## config.mk

```make
export PLATFORM = sky130hd
export DESIGN_NAME = board_ram_arbiter
export DESIGN_NICKNAME = d
export VERILOG_FILES = /design/src/rtl/board_ram_arbiter.sv
export SDC_FILE = /design/constraint.sdc
export NUM_CORES = 1
export LEC_CHECK = 0
export BUFFER_PORTS_ARGS = -buffer_cell sky130_fd_sc_hd__buf_4
export CAP_MARGIN = 15
export CORE_AREA = 5 5 76 130
export CTS_BUF_LIST = sky130_fd_sc_hd__clkbuf_4
export CTS_CLUSTER_SIZE = 28
export DETAILED_ROUTE_END_ITERATION = 8
export DIE_AREA = 0 0 81 135
export PLACE_DENSITY_LB_ADDON = 0.12
export SLEW_MARGIN = 15
export SYNTH_ARGS = -nofsm -noshare
export SYNTH_HDL_FRONTEND = slang
export SYNTH_SLANG_ARGS = --single-unit
export TNS_END_PERCENT = 50
```

## constraint.sdc

```tcl
create_clock -name clk -period 9.1 [get_ports clk]
set_input_delay 1.82 -clock clk [delete_from_list [all_inputs] [get_ports clk]]
set_output_delay 1.82 -clock clk [all_outputs]
set_load 0.02 [all_outputs]
```

## src/rtl/board_ram_arbiter.sv

```systemverilog
// Round-robin, burst-locked arbiter sharing the single-port board RAM among game-logic engines.
// The owner keeps the port until it drops req; one dead cycle separates consecutive owners.
module board_ram_arbiter #(
  parameter int unsigned N_REQ  = 8,
  parameter int unsigned ADDR_W = 8,
  parameter int unsigned DATA_W = 6,
  parameter int unsigned RD_LAT = 1
) (
  input  logic                      clk,
  input  logic                      reset,
  input  logic [N_REQ-1:0]          req,
  input  logic [N_REQ*ADDR_W-1:0]   addr_bus,
  input  logic [N_REQ*DATA_W-1:0]   wdata_bus,
  input  logic [N_REQ-1:0]          wren,
  output logic [N_REQ-1:0]          gnt,
  output logic [N_REQ-1:0]          rd_valid,
  output logic [DATA_W-1:0]         rd_q,
  output logic [ADDR_W-1:0]         ram_addr,
  output logic [DATA_W-1:0]         ram_data,
  output logic                      ram_wren,
  input  logic [DATA_W-1:0]         ram_q,
  output logic                      busy
);

  localparam int unsigned IDX_W = (N_REQ > 1) ? $clog2(N_REQ) : 1;

  typedef enum logic [1:0] {
    S_IDLE    = 2'd0,
    S_GRANT   = 2'd1,
    S_RELEASE = 2'd2
  } state_e;

  state_e             state_q, state_d;
  logic [N_REQ-1:0]   gnt_q, gnt_d;
  logic [IDX_W-1:0]   last_q, last_d;
  logic               busy_q, busy_d;
  logic [N_REQ-1:0]   rdv_q [RD_LAT];

  logic               pick_vld_c;
  logic [IDX_W-1:0]   pick_idx_c;
  logic [IDX_W-1:0]   scan_idx_c;
  logic [N_REQ-1:0]   issue_c;

  // Round-robin pick: scan downward so the lowest offset after last_q wins.
  always_comb begin
    pick_vld_c = 1'b0;
    pick_idx_c = '0;
    scan_idx_c = '0;
    for (int k = N_REQ; k > 0; k--) begin
      scan_idx_c = IDX_W'((32'(last_q) + 32'(k)) % N_REQ);
      if (req[scan_idx_c]) begin
        pick_vld_c = 1'b1;
        pick_idx_c = scan_idx_c;
      end
    end
  end

  always_ff @(posedge clk or posedge reset) begin
    if (reset) begin
      state_q <= S_IDLE;
      gnt_q   <= '0;
      last_q  <= IDX_W'(N_REQ - 1);
      busy_q  <= 1'b0;
    end else begin
      state_q <= state_d;
      gnt_q   <= gnt_d;
      last_q  <= last_d;
      busy_q  <= busy_d;
    end
  end

  always_comb begin
    state_d = state_q;
    gnt_d   = gnt_q;
    last_d  = last_q;
    unique case (state_q)
      S_IDLE, S_RELEASE: begin
        gnt_d   = '0;
        state_d = S_IDLE;
        if (pick_vld_c) begin
          state_d = S_GRANT;
          gnt_d   = N_REQ'(1) << pick_idx_c;
          last_d  = pick_idx_c;
        end
      end
      S_GRANT: begin
        // last_q holds the owner index while granted
        if (!req[last_q]) begin
          state_d = S_RELEASE;
          gnt_d   = '0;
        end
      end
      default: begin
        state_d = S_IDLE;
        gnt_d   = '0;
      end
    endcase
    busy_d = |gnt_d;
  end

  // AND-OR port mux off the one-hot grant; a granted cycle with req low neither writes nor reads.
  always_comb begin
    ram_addr = '0;
    ram_data = '0;
    ram_wren = 1'b0;
    issue_c  = '0;
    for (int i = 0; i < N_REQ; i++) begin
      if (gnt_q[i]) begin
        ram_addr   = ram_addr | addr_bus[i*ADDR_W +: ADDR_W];
        ram_data   = ram_data | wdata_bus[i*DATA_W +: DATA_W];
        ram_wren   = ram_wren | (wren[i] & req[i]);
        issue_c[i] = req[i] & ~wren[i];
      end
    end
  end

  // Read-owner tag pipe, one-hot per stage, aligned to the RAM read latency.
  always_ff @(posedge clk or posedge reset) begin
    if (reset) begin
      for (int s = 0; s < RD_LAT; s++) rdv_q[s] <= '0;
    end else begin
      rdv_q[0] <= issue_c;
      for (int s = 1; s < RD_LAT; s++) rdv_q[s] <= rdv_q[s-1];
    end
  end

  assign gnt      = gnt_q;
  assign busy     = busy_q;
  assign rd_valid = rdv_q[RD_LAT-1];
  assign rd_q     = ram_q;

endmodule
```

### After elaboration in Yosys (flattened, before gate mapping)

Index checks and enable logic that the tools add are counted.

* input port bits: 136
* word-level logic and storage cells: 147
* bits in registers: 22

* shifts and indexed selects: 1
* magnitude comparators: 9
* add/sub/neg operators: 8
* equality and inequality tests: 3
* reduce and logical (&&, ||, !) cells: 4
* multiplexer cells: 72
* bitwise gates (word level): 45

Operators with widths (count)
* $mux 8: 10
* $or 8x8->8: 7
* $mux 6: 8
* $or 6x6->6: 7
* $lt 3x4->1 const B: 9
* $mux 1: 34
* $bmux 1 s3: 9
* $mux 3: 8
* $and 1x1->1: 16
* $pmux 8 s2: 1
* $add 3x3->3 const B: 4
* $not 1->1: 8
* $reduce_or 8->1: 1
* $shl 1x3->8 const A: 1
* $or 1x1->1: 7
* $add 3x1->3 const B: 2
* $add 3x2->3 const B: 2
* $pmux 2 s2: 1
* $eq 2x1->1 const B: 1
* $eq 2x2->1 const B: 1
* $logic_not 2->1: 1
* $mux 2: 1
* $ne 2x2->1 const B: 1
* $reduce_and 2->1: 1
* $reduce_or 2->1: 1

### Depth between registers and ports, before layout

Gate-level depths: netlist (run 1).

* word-level depth: 16
* gate-level depth with buffers: 12
* depth with buffers taken out: 9

### Worst setup path after synthesis (run 1)

Ideal clock, no wire load.

* path type: input-to-output
* start: input port wren[3]
* end: output port ram_wren
* buffers on the path: 0
* arrival: 2348 ps
* slack: 4932 ps
* stages: 3
* path through: and3_1 > a31oi_1 > nand4_1

* word-level cells in the longest chain between the ends: 11

RTL lines
* start: declaration: line 14 `input logic [N_REQ-1:0] wren,`
* $and 1x1->1 *: line 111 `ram_wren = ram_wren | (wren[i] & req[i]);`
* $or 1x1->1 *: line 111
* $mux 1 *: line 108 `if (gnt_q[i]) begin`
* $or 1x1->1: line 111
* $mux 1 *: line 108
* $or 1x1->1: line 111
* $mux 1 *: line 108
* $or 1x1->1: line 111
* $mux 1 *: line 108
* $or 1x1->1: line 111
* $mux 1 *: line 108
* end: declaration: line 20 `output logic ram_wren,`

Mark *: on every way between the ends. The rest lies on a longest branch, timed or not.

### Worst setup path after layout (run 1)

* start: input port req[3]
* end: output port ram_wren

* word-level cells in the longest chain between the ends: 11

RTL lines
* start: declaration: line 11 `input logic [N_REQ-1:0] req,`
* $and 1x1->1 *: line 111
* $or 1x1->1 *: line 111
* $mux 1 *: line 108
* $or 1x1->1: line 111
* $mux 1 *: line 108
* $or 1x1->1: line 111
* $mux 1 *: line 108
* $or 1x1->1: line 111
* $mux 1 *: line 108
* $or 1x1->1: line 111
* $mux 1 *: line 108

Marks and branches as above.

==> results.md, run 1 <==
* Vias in the first global route at 2998
* Clk sinks at 22
* Setup TNS at 0 ps
* Cells after Synth at 291
* Max Clock Freq at 0.2287 GHz
* Initial antenna violation count at 1
* Status: finished clean
* Post-Synth Simple-Gate Area at 17.36%
* Area of the multi-input gates at 1784 um^2
* Fillers at 928
* Main synth FF type: dfrtp_1
* Net Sw Power at 598.2 uW
* Power Total at 1137 uW
* Synth Warn # at 0
* Die Width at 81 um
* Yosys reg bits at 22
* WHS Endpoint: state_q[1]
* Mapped Area at 2522 um^2
* Pwr/cell area at 302.9 nW/um^2
* H-tree depth at 1
* Skew-Pair Late Insertion Delay at 310 ps
* Die area at 10940 um^2
* Crit path largest cell delay at 170 ps
* Clock tree buffer depth at 2
* Root Driver: clkbuf_4
* Period utilisation layout at 48.04%
* Hold WC Path Type: flop to flop
* Syn_nets at 429
* Mean Syn Cell Area at 8.668 um^2
* First-pass GRT wire length at 16670 um
* Starting DRT DRC Count at 117
* Post-route insts no fill at 543
* Clk_skew at 2.865 ps
* Slew @ Worst Pin at 844.1 ps
* Core Area at 8671 um^2
* Routed vias at 3016
* CP Max Fanout at 9
* Data arrival, critical path at 2550 ps
* EDFF count, synth at 0
* Relative slew slack at 43.67%
* Reg2reg path depth at 9
* Max-cap violations at 0
* Combinational family with the most area after synthesis: compound AO/OA/AOI/OAI gates
* Largest net degree at the start of global routing at 23
* Clk pwr share at 4.3%
* RD Place Congestion at 0.8260
* Residual DRC at 0
* Synth Area in XOR/XNOR at 1.290%
* Top cell by count, worst path: buf_4
* FF/Latch Area at 554.3 um^2
* Asr flop ratio synth at 100.0%
* Share of cells above drive strength 1 at 46.35%
* CP Launch Type: primary input
* Min cycle time layout at 4372 ps
* Multiplexer area fraction after synthesis at 16.87%
* Critical Path RT at 7280 ps
* Cell Int Power at 538.3 uW
* Worst setup path class: primary input to output port
* Synth Area in Adders at 0.9921%
* Die Span Y at 135 um
* Final Max Tran Viols at 0
* Vias per std cell at 5.554
* Cell depth of the worst min-delay path at 1
* HPWL Detailed at 9004 um
* CTS tree: yes
* Final hold violation count at 0
* Hold_sp: state_q[1]
* CTS resizes at 0
* Worst-path cell chain: buf_4 -> and3_1 -> a31oi_1 -> nand4_1 -> buf_4
* PortBufs at 161
* RSZ-0062 raised after global routing: false
* Routed Antenna Nets at 0
* Area Growth Syn to Fin at 48.76%
* Worst R2R End: gnt[2]
* Row count at 45
* Share of power burned in registers at 18.4%
* VDD IR-drop max at 0.0002521 V
* TritonCTS Buffers at 3
* Setup violators final at 0
* Compound-Gate Fraction of Synth Area at 34.23%
* Yosys top cell by area: dfrtp_1
* Most frequent cells in the layout: buf_4, a22oi_1, nand2_1, nor2_1, dfrtp_1
* Setup Fix Bufs, Post-CTS at 0
* Dpl cells at 538
* Ranking of synthesized cells by area: dfrtp_1, a22oi_1, mux4_2
* FF-to-FF Start: last_q[0]
* Yosys top cell area share at 18.85%
* Final WL at 11500 um
* 1st-pass router iterations at 6
* Total grt overflow at 0
* Hold WS at 438.9 ps
* Commonest non-fill, non-tap cell in the layout: buf_4
* Leak at 0.001690 uW
* Reg clk slew, reported paths at 120 ps
* Nets@finish at 564
* CP Capture Type: output port
* Yosys cell types at 53
* CTS Hold Bufs at 0
* GRT Overall Usage at 20.01%
* Io pins at 174
* WL/cell at 21.18 um
* Sequential area share after synthesis at 21.97%
* Reg2Reg Setup Slack at 5190 ps
* Initial cell density of the core at 29.09%
* Logic pwr share at 77.2%
* Slowest cell on the critical path: buf_4
* Switching share of total power at 52.63%
-- power groups by stage --
| stage | registers (uW) | clock network, uW | logic, uW |
|---|---|---|---|
| CTS | 208 | 50.0 | 877 |
| floorplan | 149 | 0 | 699 |
| global placement | 210 | 0 | 867 |
| finish | 209 | 49.3 | 878 |
| detailed placement | 211 | 0 | 874 |
| global route | 217 | 54.2 | 948 |
-- flip-flops by register name, summed over array words and instances (netlist names) --
register	count
busy	1
last_q	3
state_q	2
rd_valid	8
gnt	8
-- stage by stage --
| stage | cell area, um^2 | setup WS, ps | util, % |
|---|---|---|---|
| final | 3752 | 4728 | 43.28 |
| after global routing | 3752 | 4668 | 43.28 |
| after CTS | 3750 | 4725 | 43.25 |
| after detailed placement | 3720 | 4729 | 42.90 |
| after global placement | 3720 | 4747 | 42.90 |
| after floorplan | 2522 | 4932 | - |
-- cell families after synthesis --
logic type               Yosys count
AO/OA/AOI/OAI                    107
XOR/XNOR                           2
adder cells (fa/ha/maj)            2
buffers and inverters             38
flip-flops                        22
multiplexers                      29
AND/OR/NAND/NOR                   91
-- critical path, delay by kind of cell --
kind	cells	cell delay, ps
buffers and inverters	2	310
AND/OR/NAND/NOR	2	280
AO/OA/AOI/OAI	1	140
-- final cells by class --
type	count	area share, %
inverters	7	0.7002
diodes	1	0.06669
clock buffers	4	0.8003
flip-flops and latches	22	14.77
well taps	117	3.901
repair buffers	161	32.21
multi-input cells	231	47.55
-- how the worst max path moves through the flow --
stage                     startpoint       end  slack (ps)  cells past startpoint
final                         req[3]  ram_wren        4730                      5
after global routing          req[0]  ram_wren        4670                      5
after CTS                     req[3]  ram_wren        4730                      5
after detailed placement      req[3]  ram_wren        4730                      5
after global placement        req[1]  ram_wren        4750                      5
after floorplan              wren[3]  ram_wren        4930                      3
-- synth_stat cells (all sizes together) (2+ instances only) --
master,n
ha,2
nor4,2
a31oi,7
and3,5
mux2i,13
mux4,7
clkbuf,16
a22o,2
o31ai,8
nand3,3
xnor2,2
nand4,15
nand2,30
mux2,9
o21ai,4
a21oi,6
o221ai,3
a221oi,3
buf,15
a22oi,59
dfrtp,19
nand2b,2
a211oi,2
nor3,7
nor3b,2
dfstp,3
o211ai,4
inv,7
nor2,22
-- layer usage --
metal	part of all wire (%)	global-route usage, %	vias to the layer above
met4	2.7	6.861	0
li1	-	-	1416
met2	53	38.47	163
met5	0	0	-
met1	35	20.58	1420
met3	9.7	4.139	17
Power figures use the tool's default switching activity.
==> inputs of run 2 (changes only) <==
==> constraint.sdc (replaced) <==
create_clock -name clk -period 3.8 [get_ports clk]
set_input_delay 0.76 -clock clk [delete_from_list [all_inputs] [get_ports clk]]
set_output_delay 0.76 -clock clk [all_outputs]
set_load 0.02 [all_outputs]
==> run 2 against run 1 <==
- clock power rose to 3.7 times the previous value
- first-iteration DRC count increased by 5.1%
- utilization is 0.52 points higher
- largest power group unchanged
==> results.md, run 2 (synthesis results as in run 1) <==
* CP Max Fanout at 13 (+4)
* GRT Overall Usage at 20.55% (+0.55 points)
* Io pins at 174 (unchanged)
* GRT busiest layer: met2
* Routed vias at 3086 (+2.3%)
* Met1 Usage GRT at 21.79% (+1.2 points)
* Initial antenna violation count at 1 (unchanged)
* Row count at 45 (unchanged)
* Slew @ Worst Pin at 834.7 ps (-9.408 ps)
* Max-cap violations at 0 (unchanged)
* Core Area at 8671 um^2 (unchanged)
* Pwr/cell area at 738.1 nW/um^2 (+140%)
* Met3 Use GR at 4.339% (+0.20 points)
* Leak at 0.001714 uW (+1.4%)
* CP Capture Type: flop
* H-tree depth at 1 (unchanged)
* Max Clock Freq at 0.3005 GHz
* Setup TNS at 0 ps (unchanged)
* Hold WS at 434.2 ps (-4.713 ps)
* Final hold violation count at 0 (unchanged)
* Reg clk slew, reported paths at 130 ps (about the same)
* Nets@finish at 567 (+0.53%)
* Final WL at 11740 um (+2.0%)
* RD Place Congestion at 0.9259 (+12%)
* Skew-Pair Late Insertion Delay at 320 ps (about the same)
* Area Growth Syn to Fin at 50.55%
* Routed Antenna Nets at 0 (unchanged)
* First-pass GRT wire length at 17260 um (+3.6%)
* Die area at 10940 um^2 (unchanged)
* CTS resizes at 0 (unchanged)
* Share of cells above drive strength 1 at 46.73% (+0.38 points)
* Vias in the first global route at 3073 (+2.5%)
* Root Driver: clkbuf_4
* Starting DRT DRC Count at 123 (+5.1%)
* PortBufs at 161 (unchanged)
* CTS tree: yes
* Commonest non-fill, non-tap cell in the layout: buf_4
* Die Span Y at 135 um (unchanged)
* Fillers at 902 (-2.8%)
* RSZ-0062 raised after global routing: false
* WL/cell at 21.49 um (+1.5%)
* Die Width at 81 um (unchanged)
* Data arrival, critical path at 3560 ps (+1010 ps)
* Clock tree buffer depth at 2 (unchanged)
* Largest net degree at the start of global routing at 23 (unchanged)
* HPWL Detailed at 9311 um (+3.4%)
* Hold WC Path Type: flop to flop
* Initial cell density of the core at 29.09% (unchanged)
* Vias per std cell at 5.652 (+1.8%)
* Clk_skew at 2.603 ps (-0.2614 ps)
* Most frequent cells in the layout: buf_4, a22oi_1, nand2_1, nor2_1, dfrtp_1
* 1st-pass router iterations at 5 (-1)
* Final Max Tran Viols at 0 (unchanged)
* Met2 usage at 37.92% (-0.55 points)
* Min cycle time layout at 3328 ps
* TritonCTS Buffers at 3 (unchanged)
* Clk sinks at 22 (unchanged)
* Status: finished clean
* Setup violators final at 0 (unchanged)
* Setup Fix Bufs, Post-CTS at 0 (unchanged)
* Total grt overflow at 0 (unchanged)
* Period utilisation layout at 87.58%
* CTS Hold Bufs at 0 (unchanged)
* VDD IR-drop max at 0.0008210 V (+230%)
* CP Launch Type: flop
* Relative slew slack at 44.29% (+0.63 points)
* Worst setup path class: flop to flop
* Residual DRC at 0 (unchanged)
* Critical Path RT at 4030 ps (-3250 ps)
run 2: cell types whose count changed in the layout (fill, tap and decap cells not counted), sizes merged:
| cell | previous run | this run |
|---|---|---|
| bufinv | 0 | 1 |
| clkbuf | 4 | 3 |
| buf | 161 | 164 |
run 2: final cells by class:
type | count | area, um^2 | area share [%]
diodes | 1 | 2.502 | 0.06590
clock buffers | 3 | 22.52 | 0.5931
clock inverters | 1 | 30.03 | 0.7908
inverters | 7 | 26.28 | 0.6919
multi-input cells | 231 | 1784 | 46.99
flip-flops and latches | 22 | 554.3 | 14.60
well taps | 117 | 146.4 | 3.855
repair buffers | 164 | 1231 | 32.42
run 2: metrics by stage:
stage | setup slack (ps) | util, % | cells | total power, uW | cell area (um^2)
after floorplan | 557.7 | - | 291 | 2033 | 2522
after global placement | 590.7 | 43.16 | 541 | 2592 | 3742
after detailed placement | 499.4 | 43.16 | 541 | 2625 | 3742
after CTS | 479.9 | 43.77 | 545 | 2811 | 3795
after global routing | 212.9 | 43.80 | 546 | 2990 | 3797
final | 472.1 | 43.80 | 546 | 2803 | 3797
run 2: routing by layer:
| layer | up-vias | share of wire [%] |
|---|---|---|
| met4 | 0 | 3.7 |
| met5 | - | 0 |
| met1 | 1473 | 32 |
| met2 | 166 | 53 |
| met3 | 21 | 11 |
| li1 | 1426 | - |
run 2: power breakdown:
group	internal (uW)	leakage [uW]	switching (uW)	total (uW)
sequential	300	0.000288	134	434
combinational	959	0.00140	1230	2190
clock	107	0.0000279	75.8	183
run 2: worst paths after layout:
| check | from | endpoint | slack [ps] | cells past startpoint |
|---|---|---|---|---|
| setup / recovery | last_q[0] | gnt[1] | 470 | 9 |
| hold / removal | state_q[1] | state_q[1] | 430 | 1 |
| setup reg to reg | last_q[0] | gnt[1] | 470 | 9 |
| hold reg to reg | state_q[1] | state_q[1] | 430 | 1 |
| max in group asynchronous | reset | rd_valid[7] | 2700 | 2 |
| min in group asynchronous | reset | gnt[2] | 600 | 2 |
run 2: critical path, cell delays in order (launching register included):
cell and delay, ps:
dfstp_2 550, inv_1 90, ha_1 630, mux4_2 670
a22o_1 230, a32oi_1 150, a31oi_1 110, a311oi_1 340
o21ai_1 190, o31ai_1 270
